===== config.mk =====
export PLATFORM = sky130hd
export DESIGN_NAME = gpio_seq_ctrl
export DESIGN_NICKNAME = d
export VERILOG_FILES = /design/src/rtl/gpio_seq_ctrl.sv
export SDC_FILE = /design/constraint.sdc
export NUM_CORES = 1
export LEC_CHECK = 0
export BUFFER_PORTS_ARGS = -buffer_cell sky130_fd_sc_hd__buf_2
export CAP_MARGIN = 20
export CORE_ASPECT_RATIO = 0.7
export CORE_UTILIZATION = 49
export CTS_BUF_LIST = sky130_fd_sc_hd__clkbuf_4 sky130_fd_sc_hd__clkbuf_8
export CTS_CLUSTER_DIAMETER = 150
export DETAILED_ROUTE_END_ITERATION = 8
export PLACE_DENSITY = 0.65
export SLEW_MARGIN = 40
export SYNTH_ARGS = -nofsm -noshare
export SYNTH_HDL_FRONTEND = slang
export SYNTH_SLANG_ARGS = --single-unit

===== constraint.sdc =====
create_clock -name clk -period 12.5 [get_ports clk]
set_clock_uncertainty 0.1 [all_clocks]
set_input_delay 3.125 -clock clk [delete_from_list [all_inputs] [get_ports clk]]
set_output_delay 3.125 -clock clk [all_outputs]
set_load 0.02 [all_outputs]

===== src/rtl/gpio_seq_ctrl.sv =====
// gpio_seq_ctrl
// Autonomous step sequencer that owns the gpio register bus. The host loads
// WRITE / DELAY / POLL / END steps through an 8-bit cs/rw register port, then
// starts the sequence. Steps replay at a fixed one-state-per-clock cadence, so
// bit-bang timing is exact. irq (when enabled) flags completion.
module gpio_seq_ctrl #(
  parameter int DEPTH = 16,
  parameter int AW    = 4
) (
  input  logic       clk,
  input  logic       rst,
  input  logic [2:0] AD,
  input  logic [7:0] DI,
  output logic [7:0] DO,
  input  logic       rw,
  input  logic       cs,
  output logic       irq,
  output logic [2:0] g_ad,
  output logic [7:0] g_di,
  input  logic [7:0] g_do,
  output logic       g_rw,
  output logic       g_cs
);

  localparam logic [2:0] A_CTRL = 3'd0;
  localparam logic [2:0] A_PTR  = 3'd1;
  localparam logic [2:0] A_LEN  = 3'd2;
  localparam logic [2:0] A_STEP = 3'd3;
  localparam logic [2:0] A_CFG  = 3'd4;
  localparam logic [2:0] A_DATA = 3'd5;
  localparam logic [2:0] A_WAIT = 3'd6;
  localparam logic [2:0] A_ACK  = 3'd7;

  localparam logic [1:0] OP_WRITE = 2'b00;
  localparam logic [1:0] OP_DELAY = 2'b01;
  localparam logic [1:0] OP_POLL  = 2'b10;

  localparam logic [7:0]    DEPTH_B  = DEPTH[7:0];
  localparam logic [AW:0]   DEPTH_L  = DEPTH[AW:0];
  localparam logic [AW:0]   LEN_ONE  = {{AW{1'b0}}, 1'b1};
  localparam logic [AW-1:0] STEP_ONE = {{(AW-1){1'b0}}, 1'b1};

  typedef enum logic [2:0] {
    S_IDLE, S_FETCH, S_WR, S_DLY, S_RD, S_CHK, S_DONE
  } state_t;

  typedef struct packed {
    logic [1:0] op;
    logic [2:0] ad;
    logic [7:0] data;
    logic [7:0] wcnt;
  } slot_t;

  // Host-side configuration
  logic [AW-1:0] ptr_q;
  logic [AW:0]   len_q;
  logic          loop_q, ien_q;
  logic [1:0]    cfg_op_q;
  logic [2:0]    cfg_ad_q;
  logic [7:0]    dat_q;

  // Sequencer state
  state_t        state_q;
  logic [AW-1:0] step_q;
  logic          done_q, err_q, abort_q;
  logic [7:0]    cur_data_q, cur_wcnt_q;
  logic [7:0]    cnt_q, att_q;
  logic          g_cs_q, g_rw_q;
  logic [2:0]    g_ad_q;
  logic [7:0]    g_di_q;
  logic          irq_q;
  logic [7:0]    do_q;

  slot_t mem_q [DEPTH];
  slot_t slot_rd;

  logic          busy, wr_en, rd_en;
  logic          start_cmd, stop_cmd, ack_cmd, cfg_wr;
  logic          last_step;
  state_t        adv_state;
  logic [AW-1:0] adv_step;

  assign busy      = (state_q != S_IDLE);
  assign wr_en     = cs & ~rw;
  assign rd_en     = cs & rw;
  assign start_cmd = wr_en & (AD == A_CTRL) & DI[0] & ~DI[1];
  assign stop_cmd  = wr_en & (AD == A_CTRL) & DI[1];
  assign ack_cmd   = wr_en & (AD == A_ACK);
  assign cfg_wr    = wr_en & ~busy;
  assign slot_rd   = mem_q[step_q];
  assign last_step = ({1'b0, step_q} == (len_q - LEN_ONE));

  // Where the sequence goes once the current step has finished
  always_comb begin
    adv_step  = step_q + STEP_ONE;
    adv_state = S_FETCH;
    if (last_step) begin
      if (loop_q) begin
        adv_step = '0;
      end else begin
        adv_step  = step_q;
        adv_state = S_DONE;
      end
    end
  end

  // Host register writes; sequence-shaping registers are frozen while busy
  always_ff @(posedge clk) begin
    if (rst) begin
      ptr_q    <= '0;
      len_q    <= '0;
      loop_q   <= 1'b0;
      ien_q    <= 1'b0;
      cfg_op_q <= '0;
      cfg_ad_q <= '0;
      dat_q    <= '0;
    end else if (wr_en) begin
      if (AD == A_CTRL) begin
        loop_q <= DI[2];
        ien_q  <= DI[3];
      end else if (cfg_wr) begin
        case (AD)
          A_PTR:  ptr_q <= DI[AW-1:0];
          A_LEN:  len_q <= (DI > DEPTH_B) ? DEPTH_L : DI[AW:0];
          A_CFG:  begin
            cfg_op_q <= DI[7:6];
            cfg_ad_q <= DI[2:0];
          end
          A_DATA: dat_q <= DI;
          A_WAIT: ptr_q <= ptr_q + STEP_ONE;
          default: ;
        endcase
      end
    end
  end

  // Step memory: a WAIT write commits the staged slot at PTR
  always_ff @(posedge clk) begin
    if (!rst && cfg_wr && (AD == A_WAIT)) begin
      mem_q[ptr_q] <= {cfg_op_q, cfg_ad_q, dat_q, DI};
    end
  end

  // Sequencer FSM with registered gpio strobes; STOP overrides every state
  always_ff @(posedge clk) begin
    if (rst) begin
      state_q <= S_IDLE;
      step_q  <= '0;
      done_q  <= 1'b0;
      err_q   <= 1'b0;
      abort_q <= 1'b0;
      g_cs_q  <= 1'b0;
      g_rw_q  <= 1'b1;
      g_ad_q  <= '0;
      g_di_q  <= '0;
    end else begin
      g_cs_q <= 1'b0;
      g_rw_q <= 1'b1;
      if (ack_cmd) begin
        done_q  <= 1'b0;
        err_q   <= 1'b0;
        abort_q <= 1'b0;
      end
      if (stop_cmd) begin
        state_q <= S_IDLE;
        abort_q <= 1'b1;
      end else begin
        case (state_q)
          S_IDLE: begin
            if (start_cmd && (len_q != '0)) begin
              state_q <= S_FETCH;
              step_q  <= '0;
              done_q  <= 1'b0;
              err_q   <= 1'b0;
              abort_q <= 1'b0;
            end
          end
          S_FETCH: begin
            cur_data_q <= slot_rd.data;
            cur_wcnt_q <= slot_rd.wcnt;
            case (slot_rd.op)
              OP_WRITE: begin
                state_q <= S_WR;
                g_cs_q  <= 1'b1;
                g_rw_q  <= 1'b0;
                g_ad_q  <= slot_rd.ad;
                g_di_q  <= slot_rd.data;
              end
              OP_DELAY: begin
                if (slot_rd.wcnt == 8'd0) begin
                  state_q <= adv_state;
                  step_q  <= adv_step;
                end else begin
                  state_q <= S_DLY;
                  cnt_q   <= slot_rd.wcnt;
                end
              end
              OP_POLL: begin
                state_q <= S_RD;
                g_cs_q  <= 1'b1;
                g_ad_q  <= slot_rd.ad;
                att_q   <= 8'd0;
              end
              default: state_q <= S_DONE;
            endcase
          end
          S_WR: begin
            if (cur_wcnt_q != 8'd0) begin
              state_q <= S_DLY;
              cnt_q   <= cur_wcnt_q;
            end else begin
              state_q <= adv_state;
              step_q  <= adv_step;
            end
          end
          S_DLY: begin
            if (cnt_q == 8'd1) begin
              state_q <= adv_state;
              step_q  <= adv_step;
            end else begin
              cnt_q <= cnt_q - 8'd1;
            end
          end
          S_RD: begin
            state_q <= S_CHK;
            att_q   <= att_q + 8'd1;
          end
          S_CHK: begin
            if ((g_do & cur_data_q) == cur_data_q) begin
              state_q <= adv_state;
              step_q  <= adv_step;
            end else if ((cur_wcnt_q != 8'd0) && (att_q == cur_wcnt_q)) begin
              err_q   <= 1'b1;
              state_q <= S_DONE;
            end else begin
              state_q <= S_RD;
              g_cs_q  <= 1'b1;
            end
          end
          S_DONE: begin
            done_q  <= 1'b1;
            state_q <= S_IDLE;
          end
          default: state_q <= S_IDLE;
        endcase
      end
    end
  end

  // Level interrupt follows done one cycle later when enabled
  always_ff @(posedge clk) begin
    if (rst) irq_q <= 1'b0;
    else     irq_q <= done_q & ien_q;
  end

  // Host read-back register
  always_ff @(posedge clk) begin
    if (rst) begin
      do_q <= 8'h00;
    end else if (rd_en) begin
      case (AD)
        A_CTRL:  do_q <= {4'b0, abort_q, err_q, done_q, busy};
        A_PTR:   do_q <= {{(8-AW){1'b0}}, ptr_q};
        A_LEN:   do_q <= {{(7-AW){1'b0}}, len_q};
        A_STEP:  do_q <= {{(8-AW){1'b0}}, step_q};
        default: do_q <= 8'h00;
      endcase
    end
  end

  assign DO   = do_q;
  assign irq  = irq_q;
  assign g_cs = g_cs_q;
  assign g_rw = g_rw_q;
  assign g_ad = g_ad_q;
  assign g_di = g_di_q;

endmodule


==> impl_results.md <==
* Longest individual stage delay on the worst path at 590 ps
* DIE AREA at 35,960 µm²
* Hold Path Origin: DO[4]
* Starting density of the core at 49.75%
* Share of synthesized flip-flops with an asynchronous set or reset at 0%
* Vias in the first global route at 9,014
* CTS buffer count at 68
* Number of antenna violations at the first check in global routing at 2
* Count of cells resized by post-cts repair at 0
* Count of buffers added by post-CTS timing repair for setup at 0
* Chip height at 159.0 µm
* Type of destination of the critical path: register
* Post-detailed-route count of antenna-violating nets at 0
* Clock-pin slew on the worst setup and hold paths at 60 ps
* Number of vias per cell at 5.877
* Post-Route Setup TNS at 0 ps
* Horizontal die dimension at 226.2 µm
* Global-route wire length before repair at 58.90 mm
* Number of antenna repair diodes at 0
* Reported leakage power at 0.005767 µW
* Synth-to-Final Area Change at 13.02%
* Clock insertion delay at the later pin of the skew report at 610 ps
* Number of filler instances in the final layout at 2,686
* Number of warnings reported in the yosys synthesis log at 0
* IR Drop Worst-Case VDD at 94.97 µV
* Mean Syn Cell Area at 17.45 µm²
* Quantity of I/O buffers inserted on ports at 41
* Final Slew Violations at 0
* Total number of placement rows at 57
* Leading cell type in the layout, fill and taps excluded: sky130_fd_sc_hd__edfxtp_1
* Final cycle utilization of the critical path at 41.24%
* Placer Congestion at 0.8183
* Cell count of the worst reg-to-reg path at 9
* Average wire per cell in the routed design at 24.88 µm
* Result of the run: complete, no violations
* Yosys top cell by area: sky130_fd_sc_hd__edfxtp_1
* Most used flip-flop cell after synthesis: sky130_fd_sc_hd__edfxtp_1
* DR pass1 iterations at 5
* Hold-fix buffer count after cts at 0
* Highest clock rate at 194.0 MHz
* Slowest stage cell, crit path: sky130_fd_sc_hd__nor3_1
* Share of cells above drive strength 1 at 26.86%
* Required time of the worst setup path at 12,650 ps
* Most used cells in the layout excluding fill and tap cells: 368 x sky130_fd_sc_hd__edfxtp_1, 91 x sky130_fd_sc_hd__mux4_2, 80 x sky130_fd_sc_hd__clkbuf_8
* Final hold violations at 0
* Post-layout net count at 1,113
* Number of primary I/O pins at 45
* Slew at the pin closest to its max-slew limit at 860.9 ps
* Path type of the worst min-delay path: register to register
* Series of cell instances along the critical path: buf_2 -> nand3b_1 -> nor3_1 -> nand2_1 -> nor2_2 -> buf_4
* Clk root buf: sky130_fd_sc_hd__clkbuf_8
* Signal arrival time at the worst endpoint at 5300 ps
* Startpoint type of the worst setup path: input port
* Register-to-register path setup slack at 8360 ps
* Count of flip-flops with a built-in enable after synthesis at 368
* Critical path class: input port to register
* Hold-critical path depth at 2
* Sequential-to-total area share from yosys stat at 70.70%
* Core box area at 34,660 µm²
* Clock Tree Buf Depth at 3
* TritonCTS clock tree: yes
* Source of the critical timing path: AD[1]
* DR iter-0 viols at 1,131
* Final worst path period need at 5155 ps
* Yosys cell types at 70
* HPWL Detailed at 25.52 mm
* Flip-flop and latch area at 12,200 µm²
* Number of vias in the routed layout at 9,426
* Overall fraction of global-route tracks in use at 22.90%
* Flip-flop and latch count after synthesis at 425
* Cell types occupying the most area after synthesis: sky130_fd_sc_hd__edfxtp_1 64%, sky130_fd_sc_hd__mux4_2 12%, sky130_fd_sc_hd__dfxtp_1 6.6%
* Worst-path maximum fanout at 18
* Congestion Overflow GR at 0
* Setup violations, final at 0
* CTS Sinks at 425
* CTS H-Tree Depth at 3
* RSZ-0062 raised after global routing: false
* Post-synthesis instance area at 17,250 µm²
* Power density cells at 142.7 nW/µm²
* Hold Worst Slack at 360.2 ps
* DRC violations left at 0
* Post-synthesis instance total at 988
* Max-cap viol count at 0
* Worst relative slew slack at 42.60%
* Share of the synthesized area in the top cell type at 64.08%
* Multi-input gate area at 4845 µm²
* Largest net degree at the start of global routing at 47
* Detailed Route WL at 39.91 mm
-- cell usage after synthesis, types with 7 or more instances --
cell type and n:
sky130_fd_sc_hd__edfxtp_1 368, sky130_fd_sc_hd__mux4_2 91, sky130_fd_sc_hd__nor2_1 73, sky130_fd_sc_hd__nand2_1 59
sky130_fd_sc_hd__dfxtp_1 57, sky130_fd_sc_hd__mux2i_1 35, sky130_fd_sc_hd__o21ai_0 32, sky130_fd_sc_hd__clkbuf_1 26
sky130_fd_sc_hd__nand3_1 24, sky130_fd_sc_hd__a21oi_1 22, sky130_fd_sc_hd__inv_1 17, sky130_fd_sc_hd__xor2_1 15
sky130_fd_sc_hd__a22oi_1 12, sky130_fd_sc_hd__nor3_1 11, sky130_fd_sc_hd__nor2b_1 10, sky130_fd_sc_hd__and3_1 9
sky130_fd_sc_hd__ha_1 9, sky130_fd_sc_hd__xnor2_1 9, sky130_fd_sc_hd__buf_2 7, sky130_fd_sc_hd__mux4_1 7
-- through the flow --
stage          area (µm²)  total power, µW  util (%)  setup WS (ps)  cells
4_1_cts             19490             2808     56.22           7449   1604
3_3_place_gp        18050             1597     52.07           6637   1483
3_5_place_dp        18080             1599     52.17           6825   1483
2_1_floorplan       17250             1578         -           6230    990
6_report            19490             2781     56.23           7345   1604
5_1_grt             19490             2877     56.23           7255   1604
-- registers in the layout, indices dropped and copies added, names as in the netlist, named ones only --
signal      flops
abort_q         1
loop_q          1
att_q           8
g_di            8
irq             1
ien_q           1
state_q         3
cfg_op_q        2
ptr_q           4
mem_q         336
len_q           5
cnt_q           8
err_q           1
cfg_ad_q        3
g_rw            1
g_ad            3
dat_q           8
step_q          4
g_cs            1
cur_data_q      8
done_q          1
cur_wcnt_q      8
DO              5
-- worst max-delay path, delay by kind of cell --
kind | cells | cell delay [ps]
buffers and inverters | 2 | 620
AND/OR/NAND/NOR | 4 | 1540
-- layout make-up --
cell class                 count  area share, %
clock buffer                  98          6.343
clock inverter                23         0.8538
inverter                      18         0.3467
multi-input combinational    503          24.86
sequential                   425          62.59
tap                          472          3.030
timing repair buffer          65          1.977
-- power by group --
part	total, µW	leakage (µW)	internal (µW)	switching [µW]
clock network	1210	0.000733	679	533
logic	34.6	0.00162	8.93	25.7
registers	1530	0.00341	1530	4.34
total	2780	0.00577	2220	563
-- per-layer routing --
metal  part of all wire [%]  track usage [%]
met1                     46            37.79
met2                     41            29.42
met3                     12            7.474
met4                    1.1            4.300
met5                      0                0
-- kinds of logic (layout without fill, tap and decap cells) --
group                    after synthesis  count (layout)  synth area share (%)
adder cells (fa/ha/maj)                9               9                0.6530
flip-flops                           425             425                 70.70
AO/OA/AOI/OAI                         99              99                 3.751
XOR/XNOR                              24              24                 1.219
AND/OR/NAND/NOR                      235             235                 6.893
multiplexers                         133             133                 14.98
buffers and inverters                 62             204                 1.785
other                                  1               3               0.02175
-- worst paths after layout --
| check | to |
|---|---|
| max | mem_q[8][6] |
| min | DO[4] |
| max reg2reg | cnt_q[7] |
| min reg2reg | DO[4] |
Power figures use the tool's default switching activity.
